[config.mk]
export PLATFORM = sky130hd
export DESIGN_NAME = pc_next_unit_flat
export DESIGN_NICKNAME = d
export VERILOG_FILES = /design/src/rtl/pc_next_if.sv /design/src/rtl/pc_next_unit.sv /design/src/flat_wrapper.sv
export SDC_FILE = /design/constraint.sdc
export NUM_CORES = 1
export LEC_CHECK = 0
export BUFFER_PORTS_ARGS = -buffer_cell sky130_fd_sc_hd__buf_2
export CAP_MARGIN = 25
export CORE_ASPECT_RATIO = 1.4
export CORE_UTILIZATION = 42
export CTS_CLUSTER_SIZE = 8
export DETAILED_ROUTE_END_ITERATION = 6
export SLEW_MARGIN = 20
export SYNTH_ARGS = -nofsm -noshare
export SYNTH_HDL_FRONTEND = slang
export SYNTH_SLANG_ARGS = --single-unit
export TNS_END_PERCENT = 30
[constraint.sdc]
create_clock -name clk -period 3.7 [get_ports clk]
set_input_delay 0.185 -clock clk [delete_from_list [all_inputs] [get_ports clk]]
set_output_delay 0.185 -clock clk [all_outputs]
set_load 0.05 [all_outputs]
[src/rtl/pc_next_if.sv]
// ============================================================================
// Module      : pc_next_if
// Description : Control and address bundle between branch-resolve logic and
//               the program-counter stage.
// Revision    : 1.0 - initial release
// ============================================================================
`default_nettype none

interface pc_next_if #(
    parameter int PC_W = 10
);
    logic            stall;
    logic            exc;
    logic [PC_W-1:0] pc_exc;
    logic [1:0]      dir_sl;
    logic            link;
    logic [PC_W-1:0] pc_branch;
    logic [PC_W-1:0] pc_jump;
    logic [PC_W-1:0] pc_out;
    logic [PC_W-1:0] pc_next;
    logic            ras_empty;
    logic            ras_full;
    logic            ras_err;

    modport master (
        output stall, exc, pc_exc, dir_sl, link, pc_branch, pc_jump,
        input  pc_out, pc_next, ras_empty, ras_full, ras_err
    );

    modport slave (
        input  stall, exc, pc_exc, dir_sl, link, pc_branch, pc_jump,
        output pc_out, pc_next, ras_empty, ras_full, ras_err
    );
endinterface

`default_nettype wire

[src/rtl/pc_next_unit.sv]
// ============================================================================
// Module      : pc_next_unit
// Description : PC register with next-address selection, stall hold and a
//               circular return-address stack for call/return prediction.
// Revision    : 1.0 - initial release
// ============================================================================
`default_nettype none

module pc_next_unit #(
    parameter int PC_W      = 10,
    parameter int INC       = 1,
    parameter int RESET_PC  = 0,
    parameter int RAS_DEPTH = 4
) (
    input  wire logic clk,
    input  wire logic rst,
    pc_next_if.slave  bus
);
    localparam int PTR_W = $clog2(RAS_DEPTH);
    localparam int CNT_W = PTR_W + 1;

    localparam logic [1:0] c_DIR_SEQ    = 2'b00;
    localparam logic [1:0] c_DIR_BRANCH = 2'b01;
    localparam logic [1:0] c_DIR_JUMP   = 2'b10;
    localparam logic [1:0] c_DIR_RET    = 2'b11;

    logic [PC_W-1:0]  r_pc;
    logic [PC_W-1:0]  r_ras [RAS_DEPTH];
    logic [PTR_W-1:0] r_ptr;
    logic [CNT_W-1:0] r_cnt;
    logic             r_err;

    logic [PC_W-1:0]  w_seq;
    logic [PC_W-1:0]  w_next;
    logic [PTR_W-1:0] w_ptr_inc;
    logic             w_empty;
    logic             w_full;
    logic             w_push;
    logic             w_pop;
    logic             w_err;

    assign w_seq     = r_pc + PC_W'(INC);
    assign w_ptr_inc = r_ptr + PTR_W'(1);
    assign w_empty   = (r_cnt == '0);
    assign w_full    = (r_cnt == CNT_W'(RAS_DEPTH));

    // Selection doubles as the PC register's D input, so pc_next is exact.
    always_comb begin
        w_next = r_pc;
        w_push = 1'b0;
        w_pop  = 1'b0;
        w_err  = 1'b0;
        if (rst) begin
            w_next = PC_W'(RESET_PC);
        end else if (bus.exc) begin
            w_next = bus.pc_exc;
        end else if (!bus.stall) begin
            case (bus.dir_sl)
                c_DIR_SEQ:    w_next = w_seq;
                c_DIR_BRANCH: w_next = bus.pc_branch;
                c_DIR_JUMP: begin
                    w_next = bus.pc_jump;
                    w_push = bus.link;
                    w_err  = bus.link & w_full;
                end
                c_DIR_RET: begin
                    if (w_empty) begin
                        w_next = w_seq;
                        w_err  = 1'b1;
                    end else begin
                        w_next = r_ras[r_ptr];
                        w_pop  = 1'b1;
                    end
                end
                default: w_next = w_seq;
            endcase
        end
    end

    always_ff @(posedge clk) begin
        if (rst) begin
            r_pc  <= PC_W'(RESET_PC);
            r_ptr <= '0;
            r_cnt <= '0;
            r_err <= 1'b0;
        end else begin
            r_pc  <= w_next;
            r_err <= w_err;
            if (bus.exc) begin
                r_ptr <= '0;
                r_cnt <= '0;
            end else if (w_push) begin
                // A push when full overwrites the oldest slot; count saturates.
                r_ptr <= w_ptr_inc;
                if (!w_full) begin
                    r_cnt <= r_cnt + CNT_W'(1);
                end
            end else if (w_pop) begin
                r_ptr <= r_ptr - PTR_W'(1);
                r_cnt <= r_cnt - CNT_W'(1);
            end
        end
    end

    // Entry storage carries no reset; validity is tracked solely by r_cnt.
    always_ff @(posedge clk) begin
        if (!rst && w_push) begin
            r_ras[w_ptr_inc] <= w_seq;
        end
    end

    assign bus.pc_out    = r_pc;
    assign bus.pc_next   = w_next;
    assign bus.ras_empty = w_empty;
    assign bus.ras_full  = w_full;
    assign bus.ras_err   = r_err;

endmodule

`default_nettype wire

[src/flat_wrapper.sv]
// flat-port wrapper written by rule: the top's interface ports become plain ports
module pc_next_unit_flat 
#(
    parameter int PC_W      = 10,
    parameter int INC       = 1,
    parameter int RESET_PC  = 0,
    parameter int RAS_DEPTH = 4
)
  (clk, rst, bus_stall, bus_exc, bus_pc_exc, bus_dir_sl, bus_link, bus_pc_branch, bus_pc_jump, bus_pc_out, bus_pc_next, bus_ras_empty, bus_ras_full, bus_ras_err);
  pc_next_if #(.PC_W(PC_W)) bus_i ();
  input  wire logic clk;
  input  wire logic rst;
  input wire logic [$bits(bus_i.stall)-1:0] bus_stall;
  input wire logic [$bits(bus_i.exc)-1:0] bus_exc;
  input wire logic [$bits(bus_i.pc_exc)-1:0] bus_pc_exc;
  input wire logic [$bits(bus_i.dir_sl)-1:0] bus_dir_sl;
  input wire logic [$bits(bus_i.link)-1:0] bus_link;
  input wire logic [$bits(bus_i.pc_branch)-1:0] bus_pc_branch;
  input wire logic [$bits(bus_i.pc_jump)-1:0] bus_pc_jump;
  output wire logic [$bits(bus_i.pc_out)-1:0] bus_pc_out;
  output wire logic [$bits(bus_i.pc_next)-1:0] bus_pc_next;
  output wire logic [$bits(bus_i.ras_empty)-1:0] bus_ras_empty;
  output wire logic [$bits(bus_i.ras_full)-1:0] bus_ras_full;
  output wire logic [$bits(bus_i.ras_err)-1:0] bus_ras_err;
  assign bus_i.stall = bus_stall;
  assign bus_i.exc = bus_exc;
  assign bus_i.pc_exc = bus_pc_exc;
  assign bus_i.dir_sl = bus_dir_sl;
  assign bus_i.link = bus_link;
  assign bus_i.pc_branch = bus_pc_branch;
  assign bus_i.pc_jump = bus_pc_jump;
  assign bus_pc_out = bus_i.pc_out;
  assign bus_pc_next = bus_i.pc_next;
  assign bus_ras_empty = bus_i.ras_empty;
  assign bus_ras_full = bus_i.ras_full;
  assign bus_ras_err = bus_i.ras_err;
  pc_next_unit #(.PC_W(PC_W), .INC(INC), .RESET_PC(RESET_PC), .RAS_DEPTH(RAS_DEPTH)) u_core (.clk(clk), .rst(rst), .bus(bus_i));
endmodule
==> summary by stage <==
Run status
The run finished with clean final reports.

STA
The final hold violation count is 0. The tightest hold path in the finished design has a slack of ~58 ps. The post-route fraction of the period consumed by the critical path is 72.1%. Setup repair after global routing left no endpoint under its margin. The worst path in the final design needs a cycle of around 2700 ps, including I/O delays and setup. The final setup TNS is 0 ps.

Headroom to the max-slew limit came out at 48.9%. Derived from the worst setup path, the maximum achievable clock frequency is 0.375 GHz. The clock arrives with 8.71 ps of skew. Setup violations remaining at the end of the flow were counted as 0. The total count of max-transition violations in the final report is 0.

Setup slack on the critical path of the routed design comes to roughly 1000 ps. The transition at the pin with the smallest max-transition slack is 764 ps.

Flow run
Max-cap violations in this run came to 0.

Floorplan
The initial standard-cell utilization of the core is 44.1%. In this run the count of I/O pins placed on the die edge is 60. The area of the core region is between 6000 and 7000 um2. The initialized floorplan defines 34 standard-cell rows. The vertical die dimension is 98.5 um. The floorplan step defined a die boundary enclosing 6990 um2.

The die is about 71 um wide.

Clocking
Once the clock tree was built, the resizer swapped 0 gates to a different size. The tree is rooted in a sky130_fd_sc_hd__clkbuf_8. The count of clock tree sinks is 58.

The H-tree level count is 3. The maximum root-to-sink buffer count is 2. TritonCTS built the clock tree. Buffers added to address setup during post-CTS repair amount to 0. The number of clock buffers added by TritonCTS is 9. The number of buffers inserted for hold repair after clock tree synthesis is 0.

The clock insertion delay at the later pin of the skew report is ~330 ps. The clock-pin slew on the worst setup and hold paths is 60 ps.

Cells and area
From synthesis to final layout, the design area changed by 17.6%. The post-layout net count is 323. The count of inserted antenna diode cells is 0. In the final layout, the share of cells above drive strength 1 is 30.5%. Cells fill 51.9% of the core in the end.

Power and ir drop
The share of total power in combinational logic is 13.8%. The overall power of the completed layout is 1400 uW. The worst-case IR drop observed on VDD is ~180 uV.

The internal power summed over all cells is between 1000 and 1500 uW. The net load switching power is roughly 370 uW. The relative contribution of sequential cells to total power is 51.3%. The switching share of total power is 26.7%. Per report_power, the clock group accounts for about a third of the total. The total leakage power is 0.00127 uW.

Dividing total power by cell area gives a power density of 426 nW/um2.

Yosys
The netlist area before placement is about 2800 um2. The post-synth net total is 263. The total of flip-flops plus latches after synthesis is 58. Synthesis handed over a netlist of between 200 and 250 instances. The cell type with the highest aggregate area in the netlist is sky130_fd_sc_hd__edfxtp_1. After synthesis, the mean cell area works out to around 13 um2. The number of enable flip-flop cells after synthesis is 40.

The most instantiated flip-flop cell in the synthesis netlist is sky130_fd_sc_hd__edfxtp_1. By area the synthesized netlist is led by sky130_fd_sc_hd__edfxtp_1 43%, sky130_fd_sc_hd__dfxtp_1 13%, sky130_fd_sc_hd__mux4_2 8.1%. The distinct cell type count after synthesis is 40. The sequential fraction of the synthesis area is 55.9%.

The async set or reset register ratio after synthesis is 0%. The share of Yosys cell area claimed by the top area cell type is 43.0%. The Yosys step of the flow raised 0 warnings.

Global routing
Global routing consumed, on the met2 layer, between 30% and 40% of the routing resources. The initial antenna violation count is 0. Global routing used 26.2% of the available met1 tracks. In the global route stage, met3 resource usage came out at 3.89%. Global routing used 20.9% of the available tracks. After global routing, the most crowded layer is met2. The largest net degree at the start of global routing is 18. The number of global-route vias before repair is 2,004. The first-pass GRT wire length is 10.5 mm.

Global routing finished with a remaining overflow of 0.

Worst setup path
The critical path arrival is 2480 ps. The cell with the largest stage delay on the worst path is sky130_fd_sc_hd__dfxtp_1. The worst setup path is launched from a register.

The critical path's largest stage delay is about 780 ps. The type of the setup path with the least slack is register to primary output. The critical path buffer and inverter count is 1.

The critical path goes through mux4_2, a221oi_1, o22ai_1, buf_2. The kind of cell adding the most delay to the critical path is flip-flops. The nature of the critical path endpoint is a primary output. The internal reg-to-reg setup slack is 1670 ps.

The depth of the worst register-to-register path is 3. The peak fanout along the critical path is 10. The reg-to-reg endpoint is u_core.bus.pc_out[9]. Data on the critical path is required at its endpoint by 3510 ps.

Drt
The DRC violation count after routing is 0. The detailed router's first-iteration violation count is 175. Using the TritonRoute via totals, the vias-per-cell ratio works out to 5.67.

After detailed routing, the average wire length per cell comes to 18.8 um. After detailed routing, the total wire length is 6.73 mm. The first-pass iteration count of the detailed router is 6. The detailed-route via count is slightly above 2k. The post-route antenna net violation count is 0.

Min path
The worst hold path belongs to the class input port to register. The endpoint of the worst hold path is u_core.bus.pc_out[3]. The worst hold path passes through 2 cells.

The worst hold path begins at bus_pc_exc[3].

Placement
The total of buffers placed on input and output ports is 59. The routability congestion estimate from global placement is 0.800. The pre-CTS setup slack is 1360 ps. After legalization and detailed placement, the total HPWL measured 4.78 mm.
-- cells in the final DEF, fill, tap and decap left out, types with 3 or more instances in the layout --
| cell | n |
|---|---|
| sky130_fd_sc_hd__nor3_1 | 12 |
| sky130_fd_sc_hd__xor2_1 | 3 |
| sky130_fd_sc_hd__xnor2_1 | 8 |
| sky130_fd_sc_hd__edfxtp_1 | 40 |
| sky130_fd_sc_hd__clkbuf_1 | 5 |
| sky130_fd_sc_hd__nor2_1 | 13 |
| sky130_fd_sc_hd__nand3_1 | 4 |
| sky130_fd_sc_hd__mux4_2 | 10 |
| sky130_fd_sc_hd__a21o_1 | 8 |
| sky130_fd_sc_hd__a221oi_1 | 11 |
| sky130_fd_sc_hd__ha_1 | 5 |
| sky130_fd_sc_hd__a21oi_1 | 14 |
| sky130_fd_sc_hd__nor2b_1 | 3 |
| sky130_fd_sc_hd__clkbuf_8 | 10 |
| sky130_fd_sc_hd__and2_1 | 4 |
| sky130_fd_sc_hd__dfxtp_1 | 18 |
| sky130_fd_sc_hd__a221o_1 | 5 |
| sky130_fd_sc_hd__nand2_1 | 5 |
| sky130_fd_sc_hd__buf_2 | 59 |
| sky130_fd_sc_hd__inv_1 | 13 |
| sky130_fd_sc_hd__a22oi_1 | 4 |
| sky130_fd_sc_hd__o21ai_0 | 8 |
-- cell usage after synthesis, types with 3 or more instances --
library cell,number
sky130_fd_sc_hd__edfxtp_1,40
sky130_fd_sc_hd__dfxtp_1,18
sky130_fd_sc_hd__a21oi_1,14
sky130_fd_sc_hd__inv_1,13
sky130_fd_sc_hd__nor2_1,13
sky130_fd_sc_hd__nor3_1,12
sky130_fd_sc_hd__a221oi_1,11
sky130_fd_sc_hd__mux4_2,10
sky130_fd_sc_hd__a21o_1,8
sky130_fd_sc_hd__o21ai_0,8
sky130_fd_sc_hd__xnor2_1,8
sky130_fd_sc_hd__a221o_1,5
sky130_fd_sc_hd__ha_1,5
sky130_fd_sc_hd__nand2_1,5
sky130_fd_sc_hd__a22oi_1,4
sky130_fd_sc_hd__and2_1,4
sky130_fd_sc_hd__buf_1,4
sky130_fd_sc_hd__nand3_1,4
sky130_fd_sc_hd__clkbuf_1,3
sky130_fd_sc_hd__nor2b_1,3
sky130_fd_sc_hd__xor2_1,3
-- cell type report --
type                    count  area (um2)
fillers                   576        3050
flip-flops and latches     58        1560
multi-input cells         139        1130
repair buffers             59         295
clock buffers              15         156
well taps                  72        90.1
inverters                  13        48.8
clock inverters             1        5.00
-- sequential cells by signal (all words and copies together), names as in the netlist, named ones only --
signal,cells
u_core.r_cnt,3
u_core.bus.pc_out,10
u_core.r_ras,40
u_core.bus.ras_err,1
u_core.r_ptr,2
-- worst reg2reg max path: cells and delay by family, from the launching register on --
family | cells | cell delay, ps
AOI/OAI and AO/OA | 2 | 520
muxes | 1 | 610
DFF | 1 | 780
-- kinds of logic (layout without fill, tap and decap cells) --
| family | after synthesis | count (layout) | share of synthesized area [%] |
|---|---|---|---|
| compound gates | 57 | 57 | 15.4 |
| xor+xnor | 11 | 11 | 3.45 |
| fa+ha+maj | 6 | 6 | 2.96 |
| buf+inv | 23 | 88 | 3.67 |
| flops | 58 | 58 | 55.9 |
| mux | 11 | 11 | 8.42 |
| simple gates | 54 | 54 | 10.3 |
-- how the worst max path moves through the flow --
stage | start | endpoint | cells past startpoint
final | register | bus_pc_next[9] | 4
after global routing | u_core.bus.pc_out[2] | bus_pc_next[9] | 6
after CTS | register | bus_pc_next[9] | 4
after detailed placement | register | bus_pc_next[9] | 4
after global placement | u_core.bus.pc_out[2] | bus_pc_next[9] | 6
after floorplan | u_core.bus.pc_out[2] | bus_pc_next[7] | 5
-- per-stage QoR --
stage                     std cells  instance area [um2]
final                           357                 3290
after global routing            357                 3290
after CTS                       357                 3290
after detailed placement        341                 3130
after global placement          341                 3130
after floorplan                 220                 2790
-- power by group through the flow --
| stage | clock network (uW) | registers (uW) | logic [uW] |
|---|---|---|---|
| 4_1_cts | 496 | 718 | 194 |
| 2_1_floorplan | 0 | 760 | 105 |
| 3_5_place_dp | 0 | 732 | 193 |
| 5_1_grt | 524 | 720 | 208 |
| 6_report | 489 | 718 | 193 |
| 3_3_place_gp | 0 | 732 | 193 |
-- routing by layer --
metal,up-vias,share of wire (%)
met5,-,0
met4,0,2.9
met3,15,4.4
met2,71,50
met1,965,43
li1,972,-
Note: power is estimated with default switching activity, not from simulation.
